==> src/rtl/synd_cal_3_order_ctrl.sv <==
// Syndrome accumulator controller for a triple-error-correcting BCH decoder
// over GF(2^10), primitive polynomial x^10 + x^3 + 1.
// Received bits arrive lowest-degree first. For each accepted bit k, the block
// drives alpha^k to a shared power datapath. It then folds the returned
// alpha^k, alpha^3k and alpha^5k into S1, S3 and S5.
module synd_cal_3_order_ctrl #(
  parameter int CODE_LEN = 1023
) (
  input  logic       clk,
  input  logic       in_ctr_Srst,
  input  logic       in_start,
  input  logic       in_bit_valid,
  input  logic       in_bit,
  output logic [9:0] out_alpha,
  input  logic [9:0] in_pow1,
  input  logic [9:0] in_pow3,
  input  logic [9:0] in_pow5,
  output logic [9:0] out_synd1,
  output logic [9:0] out_synd3,
  output logic [9:0] out_synd5,
  output logic       out_synd_valid,
  input  logic       in_synd_ack,
  output logic       out_busy,
  output logic       out_err_detect
);

  typedef enum logic [1:0] {
    IDLE  = 2'd0,
    ACCUM = 2'd1,
    DONE  = 2'd2
  } state_t;

  // The counter value at which the final bit of the codeword is accepted.
  localparam logic [9:0] CNT_LAST = 10'(CODE_LEN - 1);

  state_t     state_q, state_d;
  logic [9:0] alpha_q, alpha_d;
  logic [9:0] cnt_q, cnt_d;
  logic [9:0] synd1_q, synd1_d;
  logic [9:0] synd3_q, synd3_d;
  logic [9:0] synd5_q, synd5_d;

  // Multiply by alpha: shift left, and reduce by x^10 = x^3 + 1 on overflow.
  function automatic logic [9:0] gf_mul_alpha(input logic [9:0] a);
    return {a[8:0], 1'b0} ^ (a[9] ? 10'h009 : 10'h000);
  endfunction

  // Next-state and datapath update; every register holds unless told otherwise.
  always_comb begin
    state_d = state_q;
    alpha_d = alpha_q;
    cnt_d   = cnt_q;
    synd1_d = synd1_q;
    synd3_d = synd3_q;
    synd5_d = synd5_q;
    case (state_q)
      IDLE: begin
        if (in_start) begin
          state_d = ACCUM;
          alpha_d = 10'h001;
          cnt_d   = 10'd0;
          synd1_d = 10'h000;
          synd3_d = 10'h000;
          synd5_d = 10'h000;
        end
      end
      ACCUM: begin
        if (in_bit_valid) begin
          synd1_d = synd1_q ^ (in_bit ? in_pow1 : 10'h000);
          synd3_d = synd3_q ^ (in_bit ? in_pow3 : 10'h000);
          synd5_d = synd5_q ^ (in_bit ? in_pow5 : 10'h000);
          alpha_d = gf_mul_alpha(alpha_q);
          cnt_d   = cnt_q + 10'd1;
          if (cnt_q == CNT_LAST) begin
            state_d = DONE;
          end
        end
      end
      DONE: begin
        if (in_synd_ack) begin
          state_d = IDLE;
        end
      end
      default: state_d = IDLE;
    endcase
  end

  // State and datapath registers; reset returns to an empty, idle frame.
  always_ff @(posedge clk) begin
    if (in_ctr_Srst) begin
      state_q <= IDLE;
      alpha_q <= 10'h001;
      cnt_q   <= 10'd0;
      synd1_q <= 10'h000;
      synd3_q <= 10'h000;
      synd5_q <= 10'h000;
    end else begin
      state_q <= state_d;
      alpha_q <= alpha_d;
      cnt_q   <= cnt_d;
      synd1_q <= synd1_d;
      synd3_q <= synd3_d;
      synd5_q <= synd5_d;
    end
  end

  // Status outputs decoded directly from the state and syndrome registers.
  always_comb begin
    out_alpha      = alpha_q;
    out_synd1      = synd1_q;
    out_synd3      = synd3_q;
    out_synd5      = synd5_q;
    out_busy       = (state_q == ACCUM);
    out_synd_valid = (state_q == DONE);
    out_err_detect = (|(synd1_q | synd3_q | synd5_q)) & (state_q == DONE);
  end

endmodule

==> config.mk <==
export PLATFORM = sky130hd
export DESIGN_NAME = synd_cal_3_order_ctrl
export DESIGN_NICKNAME = d
export VERILOG_FILES = /design/src/rtl/synd_cal_3_order_ctrl.sv
export SDC_FILE = /design/constraint.sdc
export NUM_CORES = 1
export LEC_CHECK = 0
export ABC_AREA = 1
export CELL_PAD_IN_SITES_DETAIL_PLACEMENT = 0
export CELL_PAD_IN_SITES_GLOBAL_PLACEMENT = 1
export CORE_MARGIN = 2
export CORE_UTILIZATION = 35
export CTS_CLUSTER_DIAMETER = 60
export DETAILED_ROUTE_END_ITERATION = 8
export PLACE_DENSITY_LB_ADDON = 0.1
export SLEW_MARGIN = 20
export SYNTH_ARGS = -nofsm -noshare
export SYNTH_HDL_FRONTEND = slang
export SYNTH_SLANG_ARGS = --single-unit
==> constraint.sdc <==
create_clock -name clk -period 1.95 [get_ports clk]
set_input_delay 0.195 -clock clk [delete_from_list [all_inputs] [get_ports clk]]
set_output_delay 0.195 -clock clk [all_outputs]
set_load 0.02 [all_outputs]
# Word-level counts from Yosys, hierarchy flattened
# Index checks and enable logic that the tools add are counted.
word_totals:
  wordCells: 47
  inputBits: 36
  output_inout_bits: 43
  ff_bits: 52
classes:
  n_eq_ne: 7
  n_reduce_logical: 5
  n_bitwise: 7
  n_mux: 21
  add_sub_neg: 1
op_table:
  columns: ["cell", "count"]
  rows:
  - ["$mux 10", 10]
  - ["$pmux 10 s2", 5]
  - ["$xor 10x10->10", 3]
  - ["$or 10x10->10", 2]
  - ["$add 10x1->10 const B", 1]
  - ["$eq 10x10->1 const B", 1]
  - ["$reduce_or 10->1", 1]
  - ["$xor 10x4->10", 1]
  - ["$mux 2", 4]
  - ["$pmux 2 s3", 1]
  - ["$mux 4", 1]
  - ["$ne 2x1->1 const B", 2]
  - ["$ne 2x2->1 const B", 2]
  - ["$reduce_and 4->1", 1]
  - ["$reduce_and 3->1", 1]
  - ["$eq 2x1->1 const B", 1]
  - ["$eq 2x2->1 const B", 1]
  - ["$logic_not 2->1", 1]
  - ["$reduce_bool 2->1", 1]
  - ["$and 1x1->1", 1]

# Longest topological paths before layout
depth:
  depth_word: 4
  depth_mapped: 9
  depth_no_buf: 9

# Worst setup path after synthesis
# Ideal clock, no wire load.
synth_timing:
  kind: "reg2reg"
  from: "reg state_q[0]"
  to: "reg alpha_q[3], in the netlist out_alpha[3]"
  arrival_ps: 1188
  n_path_buf: 0
  setup_time_ps: 70
  path_slack_ps: 692
  t_required_ps: 1880
  synth_period_minus_slack_ps: 1258
  stages_incl_launch_ff: 5
  cell_sequence: "dfxtp_1 inv_1 nor2_1 nand4_1 a21oi_1"
synth_between:
  elab_chain_len: 3
  elab_cells_between_ends: 7
  cone_classes: "eq/ne (3); mux (1); reduce/logical (3)"
synth_lines:
  columns: ["element", "line_no", "text"]
  rows:
  - ["from (decl)", "36", "state_t state_q, state_d;"]
  - ["from (signal assigned)", "98", "state_q <= state_d;"]
  - ["$eq 2x1->1 *", null, null]
  - ["named net out_busy", "23", "output logic out_busy,"]
  - ["$ne 2x2->1 (no line) / $reduce_bool 2->1 (equally long branches)", null, null]
  - ["$reduce_and 3->1 (no line)", null, null]
  - ["to (signal assigned)", "99", "alpha_q <= alpha_d;"]
  - ["to (decl)", "37", "logic [9:0] alpha_q, alpha_d;"]
# The timed path passes the listed nets; every way through them passes the cells marked *.
# A chain may end at the register's enable or synchronous reset.

# Worst setup path after layout
layout_timing:
  from: "reg state_q[0]"
  to: "out out_busy"
layout_between:
  elab_chain_len: 1
layout_lines:
  columns: ["element", "line_no", "text"]
  rows:
  - ["$eq 2x1->1", "113", "out_busy = (state_q == ACCUM);"]
  - ["to (decl)", "23", null]
# No other way between the ends.

==> results.py <==
metrics = {
    "route": {
        "routed_wirelength_mm": 6.16,
        "drt_iter0_drc": 104,
        "detail-route-antenna-nets": 0,
        "wl_per_cell_um": 10.7,
        "via_count": 2570,
        "route.detailed.drc": 0,
        "viasPerCell": 4.48,
        "dr.pass1.iters": 5,
    },
    "worst_setup_path": {
        "cp_max_fo": 7,
        "worstPathCellList": "inv_1 -> nor2_1 -> clkdlybuf4s50_1",
        "required_ns": 1.75,
        "critical_path_class": "reg -> out",
        "cp-end-kind": "primary output",
        "critical_path.max_stage_delay_ns": 0.63,
        "arrival_ns": 1.60,
        "worstSetupStartpointType": "flop",
        "crit_slowest_cell": "clkdlybuf4s50_1",
    },
    "synth": {
        "ys_seq_elements": 52,
        "synth_compound_area_share_pct": 5.02,
        "syn_area_um2": 2590,
        "synth-simple-area-share_pct": 42.2,
        "synth_top_family_by_area": "simple AND/OR/NAND/NOR gates",
        "syn_area_per_cell_um2": 6.60,
        "ys_warn_count": 0,
        "synth_mux_area_share_pct": 0,
        "yosysUniqueCellTypes": 27,
        "synth-xor-area-share_pct": 0,
        "yosysSeqAreaShare_pct": 40.1,
        "synthCells": 393,
        "synthAdderAreaFrac_pct": 0.965,
        "synth_nets": 431,
    },
    "layout": {
        "finalInstanceArea_um2": 3550,
        "nets": 513,
        "utilization_pct": 49.3,
        "drive_above_1_share_pct": 7.58,
        "final_common_cell": "nand2_1",
        "fillers": 769,
        "layout_common_cells": "103 x nand2_1, 87 x nor2_1, 77 x clkdlybuf4s50_1, 51 x dfxtp_1, 49 x inv_1",
        "diodes": 0,
        "area_growth_pct": 37.0,
    },
    "sta": {
        "max_slew_margin_pct": 74.1,
        "timing_hold_violations_final": 0,
        "rsz0062_at_grt": "no",
        "tns_ns": 0,
        "fmax_mhz": 558,
        "setup_violations": 0,
        "finalCritPeriodShare_pct": 92.0,
        "period_needed_ns": 1.79,
        "slew_violations": 0,
        "tightest_slew_ns": 0.388,
        "finClkSkew_ns": 0.00631,
    },
    "power": {
        "p_per_area_nw_per_um2": 629,
        "pwr-share-comb_pct": 22.7,
        "p_int_mw": 1.57,
        "leakage_nw": 1.52,
        "switching_power_mw": 0.663,
        "clkPwrFrac_pct": 26.7,
        "seq_power_share_pct": 50.5,
        "switching_share_pct": 29.7,
        "vdd_drop_max_mv": 0.256,
    },
    "grt": {
        "grt_pass1_vias": 2401,
        "grt.overflow.total": 0,
        "antenna_found_initial": 0,
        "grtUsageTotal_pct": 15.3,
        "grt_first_pass_wirelength_mm": 10.4,
        "grt_max_degree": 31,
    },
    "floorplan": {
        "die_x_um": 90.1,
        "std_cell_rows": 31,
        "die_area_um2": 8120,
        "io_pins": 79,
        "core_um2": 7210,
        "fp.dieH_um": 90.1,
        "start_util_pct": 36.0,
    },
    "clock_network": {
        "clk_pin_slew_ns": 0.09,
        "cts_buffers": 5,
        "cts_root_buffer": "clkbuf_8",
        "cts_num_sinks": 52,
        "cts_tree": "built",
        "h-tree-depth": 2,
        "clockBufferDepth": 2,
        "insertion_delay_ns": 0.30,
    },
    "place": {
        "numPortBuffers": 78,
        "place_area_um2": 3480,
        "post-dp-hpwl_mm": 4.50,
        "routabilityCongestion": 0.754,
    },
    "job": {
        "drv_cap": 0,
    },
    "status": {
        "status": "finished clean",
    },
    "min_path": {
        "min_path_type": "reg -> reg",
    },
}
-- routing by layer --
| layer | vias to the layer above | wire length (µm) | GRT usage (%) |
|---|---|---|---|
| met2 | 72 | 2710 | 25.0 |
| met1 | 1126 | 3000 | 19.9 |
| met3 | 8 | 376 | 4.27 |
| li1 | 1364 | - | - |
| met5 | - | 0 | 0 |
| met4 | 0 | 74 | 3.85 |
-- critical path, delay by kind of cell, from the launching register on --
kind	cells	cell delay, ns
DFF	1	0.43
buffers and inverters	2	0.73
and+or+nand+nor	1	0.13
-- cells in the mapped netlist, drive strengths merged --
library cell	instances	area (µm²)
nor2	88	333
dfxtp	52	1040
inv	51	191
ha	2	25.0
nand2	107	427
o21a	1	7.51
clkinv	2	8.75
clkbuf	1	3.75
o21ai	6	30.0
nand4	4	25.0
or2	2	12.5
buf	11	98.8
nor3	2	10.0
a21oi	17	85.1
nand3	46	288
o21bai	1	7.51
-- area by class of cell --
| type | count | area, µm² | share of cell area, % |
|---|---|---|---|
| Multi-Input combinational cell | 276 | 1250 | 35.2 |
| Sequential cell | 52 | 1040 | 29.3 |
| Timing Repair Buffer | 87 | 860 | 24.2 |
| Inverter | 53 | 200 | 5.63 |
| Tap cell | 99 | 124 | 3.49 |
| Clock buffer | 6 | 72.6 | 2.04 |
| Clock inverter | 1 | 5.00 | 0.141 |
-- state kept, by name (all words and copies together) (netlist names) --
name and flops:
state_q 2, out_synd3 10, out_synd1 10, out_alpha 10, cnt_q 10, out_synd5 10
-- logic make-up after synthesis --
group | after synthesis
compound gates | 25
fa+ha+maj | 2
simple gates | 249
buf+inv | 65
flops | 52
-- power by group through the flow --
stage          combinational (mW)  sequential [mW]  clock, mW
6_report                    0.508             1.13      0.597
5_1_grt                     0.566             1.14      0.658
4_1_cts                     0.514             1.13      0.628
3_5_place_dp                0.511             1.15          0
3_3_place_gp                0.511             1.15          0
2_1_floorplan               0.274             1.19          0
-- final timing paths --
path              start            to  slack (ns)  cells past startpoint
max          state_q[0]      out_busy        0.16                      3
min            cnt_q[8]      cnt_q[8]        0.45                      2
max reg2reg  state_q[1]  out_synd1[7]        0.53                      8
min reg2reg    cnt_q[8]      cnt_q[8]        0.45                      2
-- through the flow --
step	instances	hold slack, ns	total power [mW]	setup slack [ns]
after floorplan	393	0.264	1.46	0.692
after global placement	567	0.439	1.67	0.303
after detailed placement	567	0.442	1.66	0.272
after CTS	574	0.456	2.27	0.0179
after global routing	574	0.500	2.36	0.0614
final	574	0.453	2.23	0.156
-- repair_timing --
action | 4_1_cts | 5_1_grt
hold endpoints to repair | 0 | 0
buffers inserted | 0 | 0
setup endpoints to repair | 1 | 1
gates resized for setup | 1 | 1
hold buffers | 0 | 0
No activity file was read; power rests on OpenSTA's default activity.
